**config.mk**
```make
export PLATFORM = sky130hd
export DESIGN_NAME = muldiv_seq_flat
export DESIGN_NICKNAME = d
export VERILOG_FILES = /design/src/rtl/muldiv_pkg.sv /design/src/rtl/muldiv_if.sv /design/src/rtl/muldiv_iter.sv /design/src/rtl/muldiv_seq.sv /design/src/flat_wrapper.sv
export SDC_FILE = /design/constraint.sdc
export NUM_CORES = 1
export LEC_CHECK = 0
export ABC_AREA = 1
export CORE_AREA = 2 2 201 203
export CTS_CLUSTER_DIAMETER = 150
export CTS_CLUSTER_SIZE = 40
export DETAILED_ROUTE_END_ITERATION = 16
export DIE_AREA = 0 0 203 205
export HOLD_SLACK_MARGIN = 0.1
export PLACE_DENSITY_LB_ADDON = 0.2
export SLEW_MARGIN = 30
export SYNTH_ARGS = -nofsm -noshare
export SYNTH_HDL_FRONTEND = slang
export SYNTH_SLANG_ARGS = --single-unit
```
**constraint.sdc**
```tcl
create_clock -name clk -period 5 [get_ports clk]
set_input_delay 0.75 -clock clk [delete_from_list [all_inputs] [get_ports clk]]
set_output_delay 0.75 -clock clk [all_outputs]
set_load 0.005 [all_outputs]
```
**src/rtl/muldiv_pkg.sv**
```systemverilog
// -----------------------------------------------------------------------------
// muldiv_pkg -- shared definitions for the sequential multiply/divide unit.
//
// Contents:
//   ALUOP_MUL / ALUOP_DIV : operation codes accepted on AluOP
//   ITER_COUNT            : radix-2 iterations per operation
//   state_e               : control FSM states (IDLE, CALC, FIX, DONE)
//   is_legal_op()         : true for the two operation codes the unit executes
// -----------------------------------------------------------------------------
package muldiv_pkg;

  typedef logic [3:0] aluop_t;

  localparam aluop_t ALUOP_MUL  = 4'd3;
  localparam aluop_t ALUOP_DIV  = 4'd4;
  localparam int     ITER_COUNT = 32;

  typedef enum logic [1:0] {
    IDLE = 2'd0,
    CALC = 2'd1,
    FIX  = 2'd2,
    DONE = 2'd3
  } state_e;

  function automatic logic is_legal_op(input aluop_t op);
    return (op == ALUOP_MUL) || (op == ALUOP_DIV);
  endfunction

endpackage : muldiv_pkg

```
**src/rtl/muldiv_if.sv**
```systemverilog
// -----------------------------------------------------------------------------
// muldiv_if -- request/response bundle of the multiply/divide unit.
//
// Signals:
//   start    : request strobe (requester -> unit)
//   AluOP    : 4'd3 multiply, 4'd4 divide (requester -> unit)
//   X, Y     : multiplicand/dividend, multiplier/divisor (requester -> unit)
//   busy     : operation in progress (unit -> requester)
//   done     : one-cycle completion pulse (unit -> requester)
//   Result   : product low word or quotient (unit -> requester)
//   Result_2 : product high word or remainder (unit -> requester)
//
// Modports: master = requester side, slave = unit side.
// -----------------------------------------------------------------------------
interface muldiv_if #(
  parameter int WIDTH = 32
);

  logic             start;
  logic [3:0]       AluOP;
  logic [WIDTH-1:0] X;
  logic [WIDTH-1:0] Y;
  logic             busy;
  logic             done;
  logic [WIDTH-1:0] Result;
  logic [WIDTH-1:0] Result_2;

  modport master (
    output start, AluOP, X, Y,
    input  busy, done, Result, Result_2
  );

  modport slave (
    input  start, AluOP, X, Y,
    output busy, done, Result, Result_2
  );

endinterface : muldiv_if

```
**src/rtl/muldiv_iter.sv**
```systemverilog
// -----------------------------------------------------------------------------
// muldiv_iter -- one combinational radix-2 step shared by multiply and divide.
//
// The working pair {hi, lo} is a 2*WIDTH-bit shift register:
//   multiply : hi = partial product high word, lo = remaining multiplier bits
//              (product low bits shift in from the top), operand = multiplicand.
//              Add operand to hi when lo[0] is set, then shift right by one.
//   divide   : hi = partial remainder, lo = remaining dividend bits (quotient
//              bits shift in from the bottom), operand = divisor.
//              Shift left by one, subtract operand if it fits (restoring).
//
// Ports:
//   is_div   : select divide step (1) or multiply step (0)
//   hi, lo   : current working pair
//   operand  : multiplicand or divisor
//   hi_next, lo_next : working pair after this step
// -----------------------------------------------------------------------------
module muldiv_iter #(
  parameter int WIDTH = 32
) (
  input  logic             is_div,
  input  logic [WIDTH-1:0] hi,
  input  logic [WIDTH-1:0] lo,
  input  logic [WIDTH-1:0] operand,
  output logic [WIDTH-1:0] hi_next,
  output logic [WIDTH-1:0] lo_next
);

  logic [WIDTH:0]   sum;      // multiply: hi + operand with carry
  logic [WIDTH:0]   shifted;  // divide: remainder shifted left with next dividend bit
  logic [WIDTH-1:0] diff;     // divide: shifted - operand, modulo 2^WIDTH
  logic             fits;     // divide: operand <= shifted

  always_comb begin
    // NOTE: every output of a combinational block gets a value before any
    // branch, so no path leaves it unassigned and no latch is inferred.
    hi_next = hi;
    lo_next = lo;

    sum     = {1'b0, hi} + {1'b0, operand};
    shifted = {hi, lo[WIDTH-1]};
    fits    = shifted >= {1'b0, operand};
    // When the subtraction is kept the true difference is below the divisor,
    // so the low WIDTH bits are exact. A zero divisor always "fits", which
    // yields an all-ones quotient and shifts the dividend into the remainder.
    diff    = shifted[WIDTH-1:0] - operand;

    if (is_div) begin
      if (fits) begin
        hi_next = diff;
        lo_next = {lo[WIDTH-2:0], 1'b1};
      end else begin
        hi_next = shifted[WIDTH-1:0];
        lo_next = {lo[WIDTH-2:0], 1'b0};
      end
    end else begin
      if (lo[0]) begin
        hi_next = sum[WIDTH:1];
        lo_next = {sum[0], lo[WIDTH-1:1]};
      end else begin
        hi_next = {1'b0, hi[WIDTH-1:1]};
        lo_next = {hi[0], lo[WIDTH-1:1]};
      end
    end
  end

endmodule : muldiv_iter

```
**src/rtl/muldiv_seq.sv**
```systemverilog
// -----------------------------------------------------------------------------
// muldiv_seq -- sequential 32-bit multiply / divide unit.
//
// A request (start with AluOP = multiply or divide) is accepted in IDLE or
// DONE. The unit then runs ITER_COUNT radix-2 steps in CALC, optionally a
// sign-fix cycle in FIX, and presents results in DONE with a one-cycle done.
//
// Ports:
//   clk : clock, rising edge
//   rst : asynchronous, active-high reset; aborts any operation in flight
//   bus : muldiv_if.slave (start, AluOP, X, Y, busy, done, Result, Result_2)
//
// Build option:
//   MULDIV_SIGNED_EN : treat operands as two's complement. The core iterates
//                      on magnitudes and FIX applies the signs. Without it all
//                      operations are unsigned and FIX is never entered.
// -----------------------------------------------------------------------------
module muldiv_seq
  import muldiv_pkg::*;
#(
  parameter int WIDTH = 32
) (
  input logic     clk,
  input logic     rst,
  muldiv_if.slave bus
);

  localparam int COUNT_W = $clog2(ITER_COUNT);
  localparam logic [COUNT_W-1:0] LAST_ITER = COUNT_W'(ITER_COUNT - 1);

  state_e state_q, state_d;

  logic [COUNT_W-1:0] count_q;
  logic               is_div_q;
  logic [WIDTH-1:0]   hi_q;
  logic [WIDTH-1:0]   lo_q;
  logic [WIDTH-1:0]   operand_q;
  logic [WIDTH-1:0]   result_q;
  logic [WIDTH-1:0]   result_2_q;

  logic [WIDTH-1:0]   hi_next;
  logic [WIDTH-1:0]   lo_next;
  logic [WIDTH-1:0]   fin_lo;
  logic [WIDTH-1:0]   fin_hi;

  logic accept;
  logic last_iter;
  logic load_result;
  logic busy;
  logic done;
  logic req_div;

  assign req_div   = (bus.AluOP == ALUOP_DIV);
  assign accept    = ((state_q == IDLE) || (state_q == DONE)) &&
                     bus.start && is_legal_op(bus.AluOP);
  assign last_iter = (state_q == CALC) && (count_q == LAST_ITER);

  // ---------------------------------------------------------------------------
  // Iteration step
  // ---------------------------------------------------------------------------
  muldiv_iter #(.WIDTH(WIDTH)) u_iter (
    .is_div  (is_div_q),
    .hi      (hi_q),
    .lo      (lo_q),
    .operand (operand_q),
    .hi_next (hi_next),
    .lo_next (lo_next)
  );

  // ---------------------------------------------------------------------------
  // FSM: state register
  // ---------------------------------------------------------------------------
  always_ff @(posedge clk or posedge rst) begin
    // NOTE: sequential state uses non-blocking assignments so every register
    // samples the pre-edge values, independent of statement order.
    if (rst) state_q <= IDLE;
    else     state_q <= state_d;
  end

  // ---------------------------------------------------------------------------
  // FSM: next state and status outputs
  // ---------------------------------------------------------------------------
  always_comb begin
    state_d = state_q;
    busy    = 1'b0;
    done    = 1'b0;
    unique case (state_q)
      IDLE: begin
        if (accept) state_d = CALC;
      end
      CALC: begin
        busy = 1'b1;
        if (last_iter) begin
`ifdef MULDIV_SIGNED_EN
          state_d = FIX;
`else
          state_d = DONE;
`endif
        end
      end
`ifdef MULDIV_SIGNED_EN
      FIX: begin
        busy    = 1'b1;
        state_d = DONE;
      end
`endif
      DONE: begin
        done    = 1'b1;
        state_d = accept ? CALC : IDLE;
      end
      default: state_d = IDLE;
    endcase
  end

  // ---------------------------------------------------------------------------
  // Final result selection
  // ---------------------------------------------------------------------------
`ifdef MULDIV_SIGNED_EN
  logic neg_q;        // operand signs differ: negate product / quotient
  logic x_neg_q;      // remainder takes the sign of X
  logic div_zero_q;   // divisor was zero: quotient is forced to all ones

  logic [2*WIDTH-1:0] product;

  function automatic logic [WIDTH-1:0] magnitude(input logic [WIDTH-1:0] v);
    return v[WIDTH-1] ? -v : v;
  endfunction

  assign load_result = (state_q == FIX);

  always_comb begin
    product = {hi_q, lo_q};
    fin_lo  = lo_q;
    fin_hi  = hi_q;
    if (is_div_q) begin
      if (div_zero_q)  fin_lo = '1;
      else if (neg_q)  fin_lo = -lo_q;
      // A remainder magnitude of |X| re-signed gives back X for divide by zero.
      if (x_neg_q)     fin_hi = -hi_q;
    end else begin
      if (neg_q) product = -product;
      fin_hi = product[2*WIDTH-1:WIDTH];
      fin_lo = product[WIDTH-1:0];
    end
  end
`else
  // Unsigned: the last CALC step's output is the answer, captured on DONE entry.
  assign load_result = last_iter;
  assign fin_lo      = lo_next;
  assign fin_hi      = hi_next;
`endif

  // ---------------------------------------------------------------------------
  // Datapath registers
  // ---------------------------------------------------------------------------
  always_ff @(posedge clk or posedge rst) begin
    // NOTE: datapath registers are few and individually reset so an aborted
    // operation leaves no stale operands or results visible.
    if (rst) begin
      count_q    <= '0;
      is_div_q   <= 1'b0;
      hi_q       <= '0;
      lo_q       <= '0;
      operand_q  <= '0;
      result_q   <= '0;
      result_2_q <= '0;
`ifdef MULDIV_SIGNED_EN
      neg_q      <= 1'b0;
      x_neg_q    <= 1'b0;
      div_zero_q <= 1'b0;
`endif
    end else begin
      if (accept) begin
        count_q   <= '0;
        is_div_q  <= req_div;
        hi_q      <= '0;
`ifdef MULDIV_SIGNED_EN
        lo_q       <= req_div ? magnitude(bus.X) : magnitude(bus.Y);
        operand_q  <= req_div ? magnitude(bus.Y) : magnitude(bus.X);
        neg_q      <= bus.X[WIDTH-1] ^ bus.Y[WIDTH-1];
        x_neg_q    <= bus.X[WIDTH-1];
        div_zero_q <= (bus.Y == '0);
`else
        lo_q      <= req_div ? bus.X : bus.Y;
        operand_q <= req_div ? bus.Y : bus.X;
`endif
      end else if (state_q == CALC) begin
        count_q <= count_q + 1'b1;
        hi_q    <= hi_next;
        lo_q    <= lo_next;
      end

      if (load_result) begin
        result_q   <= fin_lo;
        result_2_q <= fin_hi;
      end
    end
  end

  assign bus.busy     = busy;
  assign bus.done     = done;
  assign bus.Result   = result_q;
  assign bus.Result_2 = result_2_q;

endmodule : muldiv_seq

```
**src/flat_wrapper.sv**
```systemverilog
// flat-port wrapper written by rule: the top's interface ports become plain ports
module muldiv_seq_flat import muldiv_pkg::*;
#(
  parameter int WIDTH = 32
)
  (clk, rst, bus_start, bus_AluOP, bus_X, bus_Y, bus_busy, bus_done, bus_Result, bus_Result_2);
  muldiv_if #(.WIDTH(WIDTH)) bus_i ();
  input logic clk;
  input logic rst;
  input wire logic [$bits(bus_i.start)-1:0] bus_start;
  input wire logic [$bits(bus_i.AluOP)-1:0] bus_AluOP;
  input wire logic [$bits(bus_i.X)-1:0] bus_X;
  input wire logic [$bits(bus_i.Y)-1:0] bus_Y;
  output wire logic [$bits(bus_i.busy)-1:0] bus_busy;
  output wire logic [$bits(bus_i.done)-1:0] bus_done;
  output wire logic [$bits(bus_i.Result)-1:0] bus_Result;
  output wire logic [$bits(bus_i.Result_2)-1:0] bus_Result_2;
  assign bus_i.start = bus_start;
  assign bus_i.AluOP = bus_AluOP;
  assign bus_i.X = bus_X;
  assign bus_i.Y = bus_Y;
  assign bus_busy = bus_i.busy;
  assign bus_done = bus_i.done;
  assign bus_Result = bus_i.Result;
  assign bus_Result_2 = bus_i.Result_2;
  muldiv_seq #(.WIDTH(WIDTH)) u_core (.clk(clk), .rst(rst), .bus(bus_i));
endmodule
```
**Word level (Yosys, flattened, before mapping)**

Cells that the tools add are included.

- Bits in registers: 168
- Input bits: 71
- Output and inout bits: 66
- Word-level logic and storage cells: 47

- $add $sub $neg: 3
- $lt $le $gt $ge: 1
- Eq/ne operators: 7
- Multiplexer cells: 20
- Reductions and logical operators: 8

Operators by type and width:

| kind | count |
|---|---|
| 2-to-1 mux 32 bit | 11 |
| adder 32 x 32 -> 33 bit | 1 |
| >= comparator 33 x 32 -> 1 bit | 1 |
| subtractor 32 bit | 1 |
| 2-to-1 mux 5 bit | 2 |
| case mux 2 bit (3 select lines) | 1 |
| adder 5 x 1 -> 5 bit (second input constant) | 1 |
| == test 5 bit (second input constant) | 1 |
| == test 4 x 2 -> 1 bit (second input constant) | 1 |
| == test 4 x 3 -> 1 bit (second input constant) | 1 |
| 2-to-1 mux 1 bit | 4 |
| 2-to-1 mux 2 bit | 2 |
| inequality test 2 x 1 -> 1 bit (second input constant) | 2 |
| logical AND 1 bit | 3 |
| == test 2 x 1 -> 1 bit (second input constant) | 1 |
| == test 2 bit (second input constant) | 1 |
| zero test 2 bit | 1 |
| logical OR 1 bit | 2 |
| AND reduction 2 bit | 1 |
| nonzero test 2 bit | 1 |

**Depth between registers and ports, before layout**

Gate-level depths: netlist of run 1.

- Word-level depth: 6
- Gate-level depth with buffers: 18

**Hierarchy**

A second synthesis of run 1 with hierarchy kept.

- Cell total of the unflattened synthesis: 2261
- Area, all modules: 13844.5 um2

Modules (own cells, without submodules):

| module | times used | cells an instance | area each (um2) | sequential area each (um2) |
|---|---|---|---|---|
| muldiv_seq | 1 | 891 | 7449.6 | 4204.0 |
| muldiv_iter | 1 | 1370 | 6394.9 | 0.0 |

**Least setup slack after synthesis of run 1**

No wires, ideal clock.

- Path type: input-to-reg
- Start: input port bus_AluOP[0]
- End: register u_core.hi_q[2]
- Data arrival time: 1.956 ns
- Data required time: 4.882 ns
- Path slack: 2.926 ns
- Stages: 10
- Cell sequence: nor2_1 > nand3b_1 > o31ai_1 > nand3_1 > nand2_2 > inv_1 > buf_2 > buf_2 > nand2_1 > nand2_1

- Cells in the longest elaborated chain, start to end: 4
- Elaborated cells on any way between the ends: 6
- Those cells by class: 2 x eq/ne; 1 x mux; 3 x reduce/logical

RTL lines:

| item | RTL line | text |
|---|---|---|
| start, declared | flat_wrapper.sv:11 | `input wire logic [$bits(bus_i.AluOP)-1:0] bus_AluOP;` |
| == test 4 x 2 -> 1 bit / == test 4 x 3 -> 1 bit (equally long branches) | muldiv_pkg.sv:26 | `return (op == ALUOP_MUL) \|\| (op == ALUOP_DIV);` |
| logical OR 1 bit (*) | muldiv_pkg.sv:26 |  |
| logical AND 1 bit (*) | muldiv_seq.sv:55 | `bus.start && is_legal_op(bus.AluOP);` |
| 2-to-1 mux 32 bit / nonzero test 2 bit (equally long branches) | -- |  |
| end signal, assigned | muldiv_seq.sv:189 | `hi_q <= hi_next;` |
| end, declared | muldiv_seq.sv:35 | `logic [WIDTH-1:0] hi_q;` |

Mark *: on every way between the ends. The rest lies on a longest branch, timed or not.
A chain may end at the register's enable or synchronous reset.

**Worst setup path after layout of run 1**

- Start: register u_core.hi_q[22]
- End: register u_core.result_2_q[25], in the netlist u_core.bus.Result_2[25]

- Cells in the longest elaborated chain, start to end: 3
- Elaborated cells on any way between the ends: 6
- Those cells by class: 2 x add/sub; 1 x order compare; 3 x mux

RTL lines:

| item | RTL line | text |
|---|---|---|
| adder 32 x 32 -> 33 bit (tied with other cells) | muldiv_iter.sv:40 | `sum = {1'b0, hi} + {1'b0, operand};` |
| 2-to-1 mux 32 bit (on tied branches) | muldiv_iter.sv:57, muldiv_iter.sv:49 |  |
| 2-to-1 mux 32 bit (*) | muldiv_iter.sv:48 | `if (is_div) begin` |
| end signal, assigned | muldiv_seq.sv:195 | `result_2_q <= fin_hi;` |
| end, declared | muldiv_seq.sv:39 | `logic [WIDTH-1:0] result_2_q;` |

Marked as above.

==> results of run 1 <==
worst paths after layout:
path                                         startpoint                      end  slack, ns  depth (start not counted)
worst max-delay path                    u_core.hi_q[22]  u_core.bus.Result_2[25]       1.73                         13
worst min-delay path            u_core.bus.Result_2[18]  u_core.bus.Result_2[18]       0.48                          2
worst max register to register          u_core.hi_q[22]  u_core.bus.Result_2[25]       1.73                         13
worst min register to register  u_core.bus.Result_2[18]  u_core.bus.Result_2[18]       0.48                          2
max in group asynchronous                           rst  u_core.bus.Result_2[25]       3.55                          3
min in group asynchronous                           rst    u_core.bus.Result[16]       0.61                          2
final cells by class:
type                            instances  area (µm²)  area share [%]
Clock buffer                           19         433            2.70
Clock inverter                         13         170            1.06
Inverter                              309        1160            7.26
Multi-Input combinational cell       1636        7880            49.2
Sequential cell                       168        4210            26.2
Tap cell                              525         657            4.10
Timing Repair Buffer                  155        1520            9.48
logic make-up after synthesis:
family	after synthesis
buffers and inverters	389
AOI/OAI and AO/OA	257
DFF	168
xor gates and xnor gates	20
and+or+nand+nor	1288
adders and majority gates	71
sequential cells by signal, summed over array words and instances, names as in the netlist:
| name | flops |
|---|---|
| u_core.bus.Result | 32 |
| u_core.bus.Result_2 | 32 |
| u_core.hi_q | 32 |
| u_core.lo_q | 32 |
| u_core.operand_q | 32 |
| u_core.count_q | 5 |
| u_core.state_q | 2 |
| u_core.is_div_q | 1 |
cells in the mapped netlist (2+ instances only):
| cell | n |
|---|---|
| nand3_2 | 6 |
| nor3_1 | 10 |
| a21o_1 | 2 |
| o221ai_1 | 2 |
| nor2_1 | 111 |
| o21ai_0 | 97 |
| nor2_2 | 8 |
| buf_4 | 3 |
| o21ai_1 | 6 |
| a21oi_1 | 71 |
| clkbuf_1 | 46 |
| xnor2_1 | 10 |
| fa_1 | 2 |
| nand2_2 | 10 |
| buf_1 | 9 |
| nor2_4 | 2 |
| nand3_1 | 175 |
| or2_2 | 7 |
| dfrtp_1 | 168 |
| buf_6 | 6 |
| nand2_1 | 921 |
| o21a_1 | 2 |
| inv_1 | 298 |
| nand3b_1 | 24 |
| o21bai_1 | 9 |
| buf_2 | 16 |
| xor2_1 | 10 |
| a31oi_1 | 15 |
| ha_1 | 69 |
| nand4_1 | 10 |
| inv_2 | 10 |
| o211ai_1 | 48 |
routing by layer:
layer / track usage (%) / vias up / routed length, µm
met2: 43.6 / 446 / 25100
met5: 0 / - / 13
met3: 4.50 / 74 / 3030
met1: 35.3 / 6776 / 24500
met4: 8.94 / 2 / 1820
li1: - / 7106 / -
power groups by stage:
| stage | combinational, mW | clock, mW | sequential (mW) |
|---|---|---|---|
| detailed placement | 6.56 | 0 | 2.17 |
| finish | 6.65 | 1.43 | 2.16 |
| global route | 7.42 | 1.51 | 2.19 |
| global placement | 6.54 | 0 | 2.17 |
| CTS | 6.59 | 1.45 | 2.14 |
| floorplan | 4.64 | 0 | 1.98 |
per-stage QoR:
step / hold slack, ns / utilization [%] / total power, mW / instance area, µm² / cells
floorplan: 0.467 / - / 6.62 / 13600 / 2193
global placement: 0.463 / 39.2 / 8.71 / 15400 / 2793
detailed placement: 0.466 / 39.2 / 8.73 / 15400 / 2793
CTS: 0.484 / 40.7 / 10.2 / 16000 / 2825
global route: 0.495 / 40.7 / 11.1 / 16000 / 2825
finish: 0.476 / 40.7 / 10.2 / 16000 / 2825
worst min-delay path: stages (launching register included):
cell and delay, ns:
dfrtp_1 0.34, nand2_1 0.05, nand2_1 0.05
==> out/results.tsv, run 1 <==
metric	value	unit
syn nets	2335	
Yosys cell types	42	
mux contribution to synthesized area	0	%
sequential power share	21.1	%
Post-synth EDFFs	0	
largest net degree at the start of global routing	130	
number of synthesized register bits	168	
Worst-path clk slew	0.07	ns
Rel. slew slack	46.7	%
Post-CTS Hold Buffers	0	
# resized after CTS	0	
Critical-path top delay cell	dfrtp_1	
largest area contributor in the netlist	dfrtp_1	
startpoint types	register	
Clock Power Share	14.0	%
Die Height	205	µm
Hold Crit Class	register to register	
via-per-instance ratio	5.10	
Final GP Congestion	0.956	
most frequent CP cell	nand2_1	
initial antenna violation count	1	
Synth top area share	30.9	%
clk sinks	168	
DRT Pass-1 Iters	6	
Synth Flop Type	dfrtp_1	
drt initial violations	1174	
pre-CTS setup slack	1.50	ns
clock buffer depth	2	
CP max stage delay	0.51	ns
Routed Wire Length	54500	µm
RSZ-0062 raised after global routing	false	
Final Hold Viols	0	
Max Freq	306	MHz
Root Buffer	clkbuf_16	
post-CTS setup buffers	0	
register area share after synthesis	30.9	%
Comb power frac	64.9	%
switch share	55.1	%
clock insertion delay at the later pin of the skew report	0.45	ns
family with the most delay on the worst path	simple AND/OR/NAND/NOR gates	
worst vdd ir	0.305	mV
Buf+Inv Stages, Crit Path	2	
Pwr Density	639	nW/µm²
Setup violations, final	0	
remaining antenna violation count	0	
crit path time final	3.27	ns
FP Rows	73	
synth-to-layout area growth	17.8	%
P_leak	8.69	nW
H-tree levels	4	
share of cells above drive strength 1	4.30	%
CP Class	register to register	
CP endpoint kind	register	
Post-Syn Area per Cell	6.21	µm²
Final Cycle Share	65.3	%
grt total ovfl	0	
Synth Instances	2193	
cell-internal power	4.59	mW
global-route wire length before repair	83300	µm
Slew Limit Fails	0	
initial core utilization	34.6	%
CP max FO	29	
CTS tree	yes	
Switch Pwr	5.65	mW
DIE AREA	41600	µm²
CP Cell Sequence	ha_1 -> nand2_1 -> nor2_1 -> nand2_1 -> nor4_2 -> nand2_2 -> buf_4 -> nand2_2 -> buf_4 -> nand3_1 -> nand2_1 -> nand3_1 -> nand2_1	
Worst Skew	0.0107	ns
vias in the first global route	13900	
post-synthesis compound-gate area fraction	10.9	%
yosys synthesis warning count	0	
DP Wirelength	42800	µm
number of diodes	0	
Total Nets Final	2429	
top cells by area, synth	dfrtp_1 (31%), nand2_1 (25%), inv_1 (8.2%)	
die width	203	µm
Req. time, crit path	5.38	ns
Avg WL per Cell	19.3	µm
synthesized area	13600	µm²
most frequent cells in the layout	nand2_1 (920), inv_1 (297), nand3_1 (175)	
ys async rst share	100	%
Synth Area in Simple Gates	39.0	%
Ports	137	
fraction of the mapped netlist area in adder cells	6.64	%
Port Buffer Count	136	
GRT Total Usage	26.5	%
Max Cap Viol	0	
worst-margin pin slew	0.800	ns
largest family of logic cells by synthesized area	simple AND/OR/NAND/NOR gates	
Residual DRC	0	
status	complete, no violations	
Total Neg Setup Slack	0	ns
most common cell after layout, fill and taps aside	nand2_1	
CORE AREA	39400	µm²
Num CTS Buffers	17	
xor and xnor fraction of the mapped netlist area	1.29	%
fillers	4270	
Worst Setup Slack, final	1.73	ns
vias	14400	
crit path DAT	3.65	ns
Note: power is estimated with default switching activity, not from simulation.
==> run 2: changes to the inputs <==
==> constraint.sdc (replaced) <==
create_clock -name clk -period 2.8 [get_ports clk]
set_input_delay 0.42 -clock clk [delete_from_list [all_inputs] [get_ports clk]]
set_output_delay 0.42 -clock clk [all_outputs]
set_load 0.005 [all_outputs]
==> out/results.tsv, run 2 (synthesis results as in run 1) <==
metric	value	unit	change
clock insertion delay at the later pin of the skew report	0.46	ns	was 0.45 ns
Placed Area	15800	µm²	was 15,400 µm²
grt total ovfl	0		unchanged
Die Height	205	µm	unchanged
FF/Latch Area	4210	µm²	unchanged
largest net degree at the start of global routing	130		unchanged
Avg WL per Cell	18.6	µm	was 19.3 µm
vias in the first global route	14100		was 13,900
initial antenna violation count	2		was 1
Rel. slew slack	41.1	%	was 46.7%
CP max FO	5		was 29
FP Rows	73		unchanged
Max Cap Viol	0		unchanged
post-CTS setup buffers	0		unchanged
initial core utilization	34.6	%	unchanged
fillers	4258		was 4,270
Setup violations, final	0		unchanged
most frequent cells in the layout	nand2_1 (920), inv_1 (297), nand3_1 (175)		unchanged
synth-to-layout area growth	20.4	%	was 17.8%
status	complete, no violations		unchanged
crit path time final	2.66	ns	was 3.27 ns
Hold Crit Class	primary input to async pin		was register to register
family with the most delay on the worst path	simple AND/OR/NAND/NOR gates		unchanged
startpoint types	register		unchanged
Worst-path clk slew	0.07	ns	about the same
Pwr Density	1120	nW/µm²	was 639 nW/µm²
global-route wire length before repair	82800	µm	was 83,300 µm
hold slack	0.443	ns	was 0.476 ns
Residual DRC	0		unchanged
multi-input logic area	7910	µm²	was 7880 µm²
CP Class	register to register		unchanged
Req. time, crit path	3.13	ns	was 5.38 ns
Post-Layout Cell Count	2864		was 2,825
DP Wirelength	41800	µm	was 42,800 µm
clock buffer depth	2		unchanged
Critical-path top delay cell	dfrtp_1		unchanged
CORE AREA	39400	µm²	unchanged
drt initial violations	1284		was 1,174
CP Cell Sequence	ha_1 -> nand2_1 -> nor2_1 -> nand2_1 -> nand2_1 -> nand2_1 -> nand2_1 -> nand2_1 -> nand2_1 -> nand2_1 -> nand3_1 -> nand2_1 -> nand3_1 -> nand2_1		was ha_1 -> nand2_1 -> nor2_1 -> nand2_1 -> nor4_2 -> nand2_2 -> buf_4 -> nand2_2 -> buf_4 -> nand3_1 -> nand2_1 -> nand3_1 -> nand2_1
clk sinks	168		unchanged
Total Neg Setup Slack	0	ns	unchanged
crit path DAT	2.99	ns	was 3.65 ns
Buf+Inv Stages, Crit Path	0		was 2
CP max stage delay	0.46	ns	was 0.51 ns
worst-margin pin slew	0.883	ns	was 0.800 ns
placed cells	2833		was 2,793
Ports	137		unchanged
Port Buffer Count	136		unchanged
DIE AREA	41600	µm²	unchanged
vias	14500		was 14,400
via-per-instance ratio	5.05		was 5.10
CTS tree	yes		unchanged
RSZ-0062 raised after global routing	false		unchanged
remaining antenna violation count	0		unchanged
Slew Limit Fails	0		unchanged
Num CTS Buffers	17		unchanged
Root Buffer	clkbuf_16		unchanged
P_leak	8.88	nW	was 8.69 nW
Design Area, Final	16400	µm²	was 16,000 µm²
H-tree levels	4		unchanged
die width	203	µm	unchanged
GRT Total Usage	26.2	%	was 26.5%
share of cells above drive strength 1	6.03	%	was 4.30%
Routed Wire Length	53300	µm	was 54,500 µm
CP endpoint kind	register		unchanged
worst vdd ir	0.576	mV	was 0.305 mV
Final GP Congestion	0.962		was 0.956
most frequent CP cell	nand2_1		unchanged
most common cell after layout, fill and taps aside	nand2_1		unchanged
number of diodes	0		unchanged
DRT Pass-1 Iters	5		was 6
Total Nets Final	2469		was 2,429
Final Hold Viols	0		unchanged
Final Cycle Share	94.9	%	was 65.3%
Max Freq	376	MHz	was 306 MHz
Worst Skew	0.0211	ns	was 0.0107 ns
-- run 2: final timing paths --
kind	endpoint	depth (start not counted)	from	slack (ns)
worst min register to register	u_core.bus.Result_2[19]	2	u_core.bus.Result_2[19]	0.48
worst max register to register	u_core.bus.Result_2[26]	14	u_core.hi_q[6]	0.14
min in group clk	u_core.bus.Result_2[19]	2	u_core.bus.Result_2[19]	0.48
worst max-delay path	u_core.bus.Result_2[26]	14	u_core.hi_q[6]	0.14
worst min-delay path	u_core.bus.Result[23]	3	rst	0.44
max in group asynchronous	u_core.bus.Result_2[17]	3	rst	1.87
-- run 2: where the power goes --
part           switching (mW)  leakage, nW  internal [mW]
combinational            8.17         6.41           4.10
clock                    1.14        0.252           1.15
sequential              0.626         2.22           3.10
-- run 2: metal layers --
metal | share of wire [%] | vias up | wire (µm) | GRT usage [%]
met2 | 46 | 416 | 24700 | 43.0
met5 | 0 | - | 0 | 0
met4 | 2.0 | 0 | 1060 | 6.13
li1 | - | 7183 | - | -
met3 | 5.6 | 51 | 2970 | 3.98
met1 | 46 | 6806 | 24600 | 36.2
-- run 2: repair_timing --
action                                 4_1_cts  5_1_grt
setup endpoints to repair                    0       12
endpoints found under the hold margin        0        0
resized for setup                            0        4
hold buffers                                 0        0
-- run 2: tightest hold or removal path: stages --
cell	delay, ns
clkdlybuf4s50_1	0.44
clkinvlp_4	0.13
buf_12	0.33
-- run 2: stage by stage --
stage	power (mW)	utilization [%]	setup slack, ns
final	18.3	41.6	0.144
after global routing	20.0	41.6	0.000462
after CTS	18.2	41.6	0.157
after detailed placement	15.8	40.2	0.191
after global placement	15.7	40.2	0.199
after floorplan	11.8	-	0.239
-- run 2: final cells by class --
cell class / count / area share (%)
repair buffers: 195 / 11.8
well taps: 525 / 4.01
flip-flops and latches: 168 / 25.7
clock inverters: 12 / 0.588
multi-input cells: 1636 / 48.2
inverters: 309 / 7.10
clock buffers: 19 / 2.64
